$ cat config.mk
export PLATFORM = sky130hd
export DESIGN_NAME = spi_mstr16_flat
export DESIGN_NICKNAME = d
export VERILOG_FILES = /design/src/rtl/spi_mstr16_if.sv /design/src/rtl/spi_mstr16.sv /design/src/flat_wrapper.sv
export SDC_FILE = /design/constraint.sdc
export NUM_CORES = 1
export LEC_CHECK = 0
export CAP_MARGIN = 20
export CORE_UTILIZATION = 31
export CTS_BUF_LIST = sky130_fd_sc_hd__clkbuf_16
export CTS_CLUSTER_DIAMETER = 30
export DETAILED_ROUTE_END_ITERATION = 8
export GPL_TIMING_DRIVEN = 0
export SLEW_MARGIN = 5
export SYNTH_ARGS = -nofsm -noshare
export SYNTH_HDL_FRONTEND = slang
export SYNTH_SLANG_ARGS = --single-unit
export TNS_END_PERCENT = 50
$ cat constraint.sdc
create_clock -name clk -period 2.4 [get_ports clk]
set_input_delay 0.36 -clock clk [delete_from_list [all_inputs] [get_ports clk]]
set_output_delay 0.36 -clock clk [all_outputs]
set_load 0.01 [all_outputs]
$ cat src/rtl/spi_mstr16_if.sv
// Host-side command/response bundle of the 16-bit SPI master.
// The inertial interface drives wrt/cmd; the master returns done/rd_data.
interface spi_mstr16_if;
  localparam int unsigned DW = 16;

  logic          wrt;
  logic [DW-1:0] cmd;
  logic          done;
  logic [DW-1:0] rd_data;

  modport master (
    output wrt,
    output cmd,
    input  done,
    input  rd_data
  );

  modport slave (
    input  wrt,
    input  cmd,
    output done,
    output rd_data
  );
endinterface

$ cat src/rtl/spi_mstr16.sv
// 16-bit mode-3 SPI master: one shift register serves MOSI out and MISO in;
// SCLK is bit 4 of a free-running 5-bit divider, giving a 32-clk period.
module spi_mstr16 (
  input  logic               clk,
  input  logic               rst_n,
  spi_mstr16_if.slave        host,
  input  logic               MISO,
  output logic               SS_n,
  output logic               SCLK,
  output logic               MOSI
);

  localparam int unsigned DW = 16;
  localparam int unsigned CW = 5;
  localparam int unsigned VW = 5;

  // Divider preload puts the first SCLK fall 9 cycles after SS_n drops.
  localparam logic [VW-1:0] DIV_LOAD = 5'b10111;
  localparam logic [VW-1:0] DIV_RISE = 5'b01111;
  localparam logic [VW-1:0] DIV_FALL = 5'b11111;
  localparam logic [CW-1:0] CNT_LAST = CW'(DW - 1);

  typedef enum logic [1:0] {
    IDLE  = 2'd0,
    SHIFT = 2'd1,
    BACK  = 2'd2
  } state_e;

  state_e          state_q, state_d;
  logic [DW-1:0]   shft_q, shft_d;
  logic [VW-1:0]   div_q, div_d;
  logic [CW-1:0]   cnt_q, cnt_d;
  logic            miso_smpl_q, miso_smpl_d;
  logic            smpl_vld_q, smpl_vld_d;
  logic            ss_n_q, ss_n_d;
  logic            sclk_q, sclk_d;
  logic            done_q, done_d;

  // Next-state and datapath; all outputs are taken from flops below.
  always_comb begin
    state_d     = state_q;
    shft_d      = shft_q;
    div_d       = div_q;
    cnt_d       = cnt_q;
    miso_smpl_d = miso_smpl_q;
    smpl_vld_d  = smpl_vld_q;
    ss_n_d      = ss_n_q;
    sclk_d      = sclk_q;
    done_d      = done_q;

    unique case (state_q)
      IDLE: begin
        ss_n_d = 1'b1;
        sclk_d = 1'b1;
        if (host.wrt) begin
          shft_d     = host.cmd;
          div_d      = DIV_LOAD;
          cnt_d      = '0;
          smpl_vld_d = 1'b0;
          done_d     = 1'b0;
          ss_n_d     = 1'b0;
          sclk_d     = DIV_LOAD[VW-1];
          state_d    = SHIFT;
        end
      end

      SHIFT: begin
        div_d  = div_q + VW'(1);
        sclk_d = div_d[VW-1];
        if (div_q == DIV_RISE) begin
          miso_smpl_d = MISO;
          smpl_vld_d  = 1'b1;
          if (cnt_q == CNT_LAST) begin
            state_d = BACK;
          end
        end
        // The leading fall has nothing sampled yet, so it does not shift.
        if ((div_q == DIV_FALL) && smpl_vld_q) begin
          shft_d = {shft_q[DW-2:0], miso_smpl_q};
          cnt_d  = cnt_q + CW'(1);
        end
      end

      BACK: begin
        div_d  = div_q + VW'(1);
        sclk_d = 1'b1;
        if (div_q == DIV_FALL) begin
          shft_d  = {shft_q[DW-2:0], miso_smpl_q};
          cnt_d   = cnt_q + CW'(1);
          ss_n_d  = 1'b1;
          done_d  = 1'b1;
          state_d = IDLE;
        end
      end

      default: begin
        state_d = IDLE;
        ss_n_d  = 1'b1;
        sclk_d  = 1'b1;
      end
    endcase
  end

  always_ff @(posedge clk or negedge rst_n) begin
    if (!rst_n) begin
      state_q     <= IDLE;
      shft_q      <= '0;
      div_q       <= '0;
      cnt_q       <= '0;
      miso_smpl_q <= 1'b0;
      smpl_vld_q  <= 1'b0;
      ss_n_q      <= 1'b1;
      sclk_q      <= 1'b1;
      done_q      <= 1'b0;
    end else begin
      state_q     <= state_d;
      shft_q      <= shft_d;
      div_q       <= div_d;
      cnt_q       <= cnt_d;
      miso_smpl_q <= miso_smpl_d;
      smpl_vld_q  <= smpl_vld_d;
      ss_n_q      <= ss_n_d;
      sclk_q      <= sclk_d;
      done_q      <= done_d;
    end
  end

  assign SS_n         = ss_n_q;
  assign SCLK         = sclk_q;
  assign MOSI         = shft_q[DW-1];
  assign host.done    = done_q;
  assign host.rd_data = shft_q;

endmodule

$ cat src/flat_wrapper.sv
// flat-port wrapper written by rule: the top's interface ports become plain ports
module spi_mstr16_flat 
  (clk, rst_n, MISO, SS_n, SCLK, MOSI, host_wrt, host_cmd, host_done, host_rd_data);
  spi_mstr16_if host_i ();
  input  logic clk;
  input  logic rst_n;
  input  logic MISO;
  output logic SS_n;
  output logic SCLK;
  output logic MOSI;
  input wire logic [$bits(host_i.wrt)-1:0] host_wrt;
  input wire logic [$bits(host_i.cmd)-1:0] host_cmd;
  output wire logic [$bits(host_i.done)-1:0] host_done;
  output wire logic [$bits(host_i.rd_data)-1:0] host_rd_data;
  assign host_i.wrt = host_wrt;
  assign host_i.cmd = host_cmd;
  assign host_done = host_i.done;
  assign host_rd_data = host_i.rd_data;
  spi_mstr16 u_core (.clk(clk), .rst_n(rst_n), .host(host_i), .MISO(MISO), .SS_n(SS_n), .SCLK(SCLK), .MOSI(MOSI));
endmodule
==> results by group, run 1 <==
Run status
  – Status: finished clean

Route
  – DRC viols: 0
  – Wire per inst: 13.4 um
  – Drt first-iter violations: 32
  – DR vias/cell: 4.62
  – Post-route ant nets: 0
  – Vias: 1,288
  – Total iterations of the first detailed-routing run: 4
  – Drt total wl: 3750 um

Synth
  – Avg Synthesized Cell Area: around 11 um^2
  – Fraction of registers with async set/reset: 100%
  – Yosys top cell area share: 43.2%
  – Yosys reg bits: 33
  – Largest area contributor in the netlist: dfrtp_1
  – Mapped Area: approximately 1800 um^2
  – Synth area leaders: dfrtp_1 43%, mux2i_1 10%, o21ai_2 9.3%, ha_1 6.3%, nand2_1 3.1%
  – Yosys cell types: 35
  – Main synth FF type: dfrtp_1
  – Top-count cell post-synth: dfrtp_1
  – Ys Warns: 0
  – EDFF count, synth: 0
  – Synth cell count leaders: 31 x dfrtp_1, 19 x o21ai_2, 18 x mux2i_1
  – Net count after synthesis: 189
  – Post-Synthesis Cells: 160
  – Post-synthesis sequential area ratio: 46.1%

GRT
  – Initial antenna violation count: 0
  – Largest net degree at the start of global routing: 34
  – GRT Total Usage: 14.0%
  – Vias in the first global route: 1,399
  – Remaining global-route overflow: 0
  – First-pass GRT wire length: around 6600 um

Clock tree
  – Clock latency on the worst-skew pair: between 0.2 and 0.3 ns
  – Number of setup buffers added after CTS: 0
  – Num Clock Sinks: 33
  – Longest Clk Path Bufs: 2
  – Post-CTS Resized: 0
  – Worst-path clk slew: about 0.05 ns
  – Hold Buf Count CTS: 0
  – Total CTS buffers: 5
  – CTS H-tree lvls: 2
  – Root buffer cell: clkbuf_16
  – CTS tree: done

Place
  – Gpl congestion: 0.759
  – PortBufs: 39
  – Area after DPL: 2270 um^2
  – Dpl hpwl: 2650 um

Pwr
  – VDD IR max: 0.518 mV
  – Final total power: 0.00333 W
  – Pwr Density: roughly 1400 nW/um^2
  – Pleak: 1.08 nW

STA
  – Post-route clock period utilization: 83.4%
  – Least-Margin Pin Slew: 0.761 ns
  – Total negative slack: 0 ns
  – Worst Skew: 0.00688 ns
  – Max Clock Freq: 0.500 GHz
  – Pins Over Slew Limit: 0
  – Final setup viols: 0
  – Crit path time final: 2.00 ns
  – Slew headroom: between 40% and 50%
  – Final Hold Fails: 0
  – RSZ-0062 raised after global routing: no

Setup path
  – Critical path class: reg -> reg
  – CP Data Required Time: between 2 and 3 ns
  – Arrival time worst endpoint: 2.16 ns
  – Largest stage delay on the critical path: 0.40 ns
  – Crit end category: flop
  – Top delay family on crit path: adder cells
  – Crit-path slowest cell: dfrtp_1
  – Worst R2R Path Depth: 7
  – Worst Path Buf+Inv: 0
  – Crit-path max FO: 4
  – Reg2reg start: u_core.div_q[0]
  – WP depth: 7
  – CP Launch Type: flop
  – Worst path cell trace: ha_1 -> and3_1 -> ha_1 -> nand2b_1 -> o211a_1 -> o21ai_1 -> mux2_1
  – Most frequent CP cell: ha_1
  – Crit path from: u_core.div_q[0]

Cells and area
  – Ant diodes: 0
  – Area delta synth->final: 34.1%
  – Nets@finish: roughly 240
  – Layout cell share with drive strength beyond 1: a little under a quarter
  – Final Cell Area: 2410 um^2

Die
  – Starting Density: 32.4%
  – Row count: 27
  – Total core area: 5540 um^2
  – Die Ht: 78.1 um
  – DIE WIDTH: between 70 and 80 um
  – I/O pin total: 40
  – Die area: 6100 um^2

Job
  – Max-cap violations: 0

Worst hold path
  – Hold WC Path Type: in -> async
[metal layers]
| layer | global-route usage (%) | routed length (um) | vias to the layer above |
|---|---|---|---|
| li1 | - | - | 654 |
| met1 | 17.6 | 1870 | 610 |
| met2 | 23.4 | 1740 | 20 |
| met3 | 3.49 | 94 | 4 |
| met4 | 4.44 | 44 | 0 |
| met5 | 0 | 0 | - |
[where the power goes]
group	internal [W]	switching (W)
Combinational	0.000871	0.000901
Sequential	0.000790	0.000172
Clock	0.000374	0.000221
[worst reg2reg max path, delay by kind of cell, from the launching register on]
| family | cells | cell delay (ns) |
|---|---|---|
| compound gates | 2 | 0.23 |
| fa+ha+maj | 2 | 0.48 |
| mux | 1 | 0.34 |
| simple gates | 2 | 0.42 |
| flops | 1 | 0.40 |
[layout make-up]
cell class | count | area (um^2)
plain buffers | 8 | 81.3
clock buffers | 5 | 125
clock inverters | 3 | 12.5
fillers | 564 | 3130
inverters | 7 | 26.3
multi-input cells | 112 | 860
flip-flops and latches | 33 | 828
well taps | 72 | 90.1
repair buffers | 39 | 385
[layout by cell type (no fill, tap or decap), drive strengths merged, types with 2 or more instances in the layout]
master          n
nand2b          3
o21ai          24
o31ai           2
ha              9
mux2i          18
a21oi           8
and3            3
dfrtp          31
buf             7
clkinv          3
nor2            4
mux2            3
clkdlybuf4s50  38
nand2          24
clkbuf          7
dfstp           2
inv             7
nand3           3
a31oi           2
[metrics by stage]
step | utilization, % | instances | setup slack [ns] | hold WS, ns
3_5_place_dp | 41.0 | 271 | 0.420 | 0.474
5_1_grt | 43.5 | 279 | 0.302 | 0.234
6_report | 43.5 | 279 | 0.399 | 0.163
3_3_place_gp | 41.1 | 271 | 0.175 | 0.465
4_1_cts | 43.5 | 279 | 0.408 | 0.193
2_1_floorplan | - | 160 | 0.549 | 0.0644
[flip-flops by register name, summed over array words and instances (netlist names)]
signal / flops
u_core.host.rd_data: 16
u_core.cnt_q: 5
u_core.div_q: 5
u_core.state_q: 2
u_core.SCLK: 1
u_core.SS_n: 1
u_core.host.done: 1
u_core.miso_smpl_q: 1
u_core.smpl_vld_q: 1
[path summary, 6_finish.rpt]
check                                          to  slack [ns]
min in group clk                  u_core.cnt_q[4]        0.48
max in group asynchronous         u_core.cnt_q[0]        1.75
max                             u_core.state_q[0]        0.40
max reg2reg                     u_core.state_q[0]        0.40
min                        u_core.host.rd_data[4]        0.16
min reg2reg                       u_core.cnt_q[4]        0.48
[logic make-up (layout without fill, tap and decap cells)]
group / after synthesis / in the layout / share of synthesized area (%)
compound gates: 42 / 42 / 18.1
buf+inv: 15 / 62 / 5.99
simple gates: 40 / 40 / 11.4
flops: 33 / 33 / 46.1
fa+ha+maj: 9 / 9 / 6.27
mux: 21 / 21 / 12.1
(Power assumes the default switching activity.)
==> inputs of run 2 (changes only) <==
==> constraint.sdc (replaced) <==
create_clock -name clk -period 1.78 [get_ports clk]
set_input_delay 0.267 -clock clk [delete_from_list [all_inputs] [get_ports clk]]
set_output_delay 0.267 -clock clk [all_outputs]
set_load 0.01 [all_outputs]
==> run 2 against run 1 <==
Net effect: die area is the same; highest routed layer unchanged; worst setup slack lost 0.38 ns; clock skew shrank 0.0033 ns; largest power group unchanged; critical path depth is the same; power grew 49%; clock power grew 35%; cell count grew 5.7%.
==> results by group, run 2 (synthesized netlist as in run 1, its figures left out) <==
STA
  – Final Hold Fails: 0 (unchanged)
  – Worst Skew: 0.00360 ns (-0.00329 ns)
  – Total negative slack: 0 ns (unchanged)
  – Setup ws final: 0.0147 ns (-0.385 ns)
  – Post-route clock period utilization: 99.2% (+16 points)
  – Final setup viols: 0 (unchanged)
  – Max Clock Freq: 0.566 GHz (+13%)
  – Slew headroom: 49.7% (+0.41 points)
  – RSZ-0062 raised after global routing: yes
  – Least-Margin Pin Slew: 0.755 ns (-0.00610 ns)
  – Crit path time final: 1.77 ns (-0.235 ns)
  – Pins Over Slew Limit: 0 (unchanged)

Route
  – DR vias/cell: 4.63 (+0.38%)
  – Total iterations of the first detailed-routing run: 2 (-2)
  – Vias: 1,367 (+6.1%)
  – Wire per inst: 13.8 um (+2.8%)
  – Drt total wl: 4080 um (+8.7%)
  – Post-route ant nets: 0 (unchanged)
  – Drt first-iter violations: 48 (+50%)
  – DRC viols: 0 (unchanged)

Setup path
  – Reg2reg start: u_core.div_q[0]
  – CP Launch Type: flop
  – Arrival time worst endpoint: 1.92 ns (-0.24 ns)
  – Worst R2R Path Depth: 7 (unchanged)
  – Crit-path max FO: 4 (unchanged)
  – Crit path from: u_core.div_q[0]
  – Worst-case register-to-register setup slack: 0.01 ns (-0.38 ns)
  – CP Data Required Time: 1.94 ns (-0.62 ns)
  – FF-to-FF End: u_core.state_q[0]
  – Critical path class: reg -> reg
  – Crit end category: flop
  – Crit path to: u_core.state_q[0]

Die
  – Row count: 27 (unchanged)
  – Die Ht: 78.1 um (unchanged)
  – DIE WIDTH: 78.1 um (unchanged)
  – Total core area: 5540 um^2 (unchanged)
  – Starting Density: 32.4% (unchanged)
  – Die area: 6100 um^2 (unchanged)
  – I/O pin total: 40 (unchanged)

Cells and area
  – Most frequent cells in the layout: 38 x clkdlybuf4s50_1, 31 x dfrtp_1, 19 x o21ai_2
  – Ant diodes: 0 (unchanged)
  – Layout cell share with drive strength beyond 1: 33.6% (+10 points)
  – Area delta synth->final: 46.1%
  – Max reg flops: 16 (unchanged)
  – Fillcell total: 531 (-5.9%)
  – Leading cell type in the layout, fill and taps excluded: clkdlybuf4s50_1
  – Nets@finish: 251 (+6.8%)

Worst hold path
  – Hold WC Path Type: in -> async

Place
  – Dpl hpwl: 2650 um (+0.19%)
  – Gpl congestion: 0.743 (-2.2%)
  – Dpl ws: -0.0850 ns (-0.505 ns)
  – PortBufs: 39 (unchanged)

Pwr
  – Switch share: 37.4% (-1.4 points)
  – Psw: 0.00186 W (+44%)
  – Final total power: 0.00497 W (+49%)
  – Logic pwr share: 58.0% (+4.8 points)
  – VDD IR max: 0.858 mV (+66%)
  – Sequential share of power: 25.9% (-3.0 points)
  – Clk pwr share: 16.2% (-1.7 points)
  – Internal power: 0.00311 W (+53%)
  – Pleak: 1.17 nW (+9.1%)
  – Pwr Density: 1890 nW/um^2 (+37%)

Clock tree
  – Total CTS buffers: 5 (unchanged)
  – Longest Clk Path Bufs: 2 (unchanged)
  – CTS H-tree lvls: 2 (unchanged)
  – Num Clock Sinks: 33 (unchanged)
  – Hold Buf Count CTS: 0 (unchanged)
  – CTS tree: done
  – Root buffer cell: clkbuf_16
  – Clock latency on the worst-skew pair: 0.27 ns (about the same)
  – Worst-path clk slew: 0.05 ns (about the same)

GRT
  – First-pass GRT wire length: 6910 um (+4.1%)
  – Remaining global-route overflow: 0 (unchanged)
  – GRT Total Usage: 14.6% (+0.61 points)
  – Vias in the first global route: 1,389 (-0.71%)
  – Largest net degree at the start of global routing: 34 (unchanged)
  – Initial antenna violation count: 0 (unchanged)

Run status
  – Status: finished clean

Job
  – Max-cap violations: 0 (unchanged)
run 2: power groups by stage:
stage | clock network [W] | logic [W] | registers [W]
2_1_floorplan | 0 | 0.00163 | 0.00135
3_3_place_gp | 0 | 0.00241 | 0.00130
3_5_place_dp | 0 | 0.00244 | 0.00131
4_1_cts | 0.000828 | 0.00259 | 0.00129
5_1_grt | 0.000859 | 0.00315 | 0.00133
6_report | 0.000802 | 0.00288 | 0.00129
run 2: what timing repair did:
| action | 4_1_cts | 5_1_grt |
|---|---|---|
| cloned | 0 | 2 |
| pin swaps | 1 | 1 |
| gates resized for setup | 7 | 6 |
| setup endpoints to repair | 21 | 21 |
| buffers inserted | 6 | 9 |
run 2: area by class of cell:
cell class / instances / area (um^2) / share of cell area [%]
Buffer: 7 / 81.3 / 3.10
Clock buffer: 5 / 125 / 4.77
Clock inverter: 3 / 12.5 / 0.477
Inverter: 7 / 26.3 / 1.00
Multi-Input combinational cell: 112 / 907 / 34.6
Sequential cell: 33 / 828 / 31.6
Tap cell: 72 / 90.1 / 3.44
Timing Repair Buffer: 56 / 552 / 21.0
run 2: worst min path at each step:
stage                     from                endpoint  slack, ns  cells after the start
2_1_floorplan            rst_n         u_core.cnt_q[0]      -0.03                      0
4_1_cts                  rst_n  u_core.host.rd_data[4]       0.09                      1
6_report                 rst_n  u_core.host.rd_data[4]       0.06                      1
5_1_grt                  rst_n  u_core.host.rd_data[4]       0.14                      1
3_5_place_dp             rst_n  u_core.host.rd_data[4]       0.39                      1
3_3_place_gp   u_core.cnt_q[4]         u_core.cnt_q[4]       0.47                      2
run 2: per-stage QoR:
stage / hold WS [ns] / utilization, % / cells / instance area (um^2)
after detailed placement: 0.388 / 41.3 / 271 / 2290
final: 0.0573 / 47.3 / 295 / 2620
after global placement: 0.465 / 41.4 / 271 / 2290
after CTS: 0.0859 / 45.0 / 285 / 2490
after floorplan: -0.0286 / - / 160 / 1810
after global routing: 0.139 / 47.3 / 295 / 2620
run 2: critical path: stages, from the launching register on:
cell	delay [ns]
dfrtp_1	0.40
ha_2	0.20
and3_4	0.19
ha_4	0.18
nand2b_4	0.14
o211a_1	0.12
o21ai_1	0.08
mux2_1	0.33
run 2: per-layer routing:
layer	up-vias	global-route usage (%)	routed length (um)
met4	0	5.37	19
met5	-	0	0
met2	22	23.1	2020
met3	2	3.14	97
met1	657	19.5	1940
li1	686	-	-
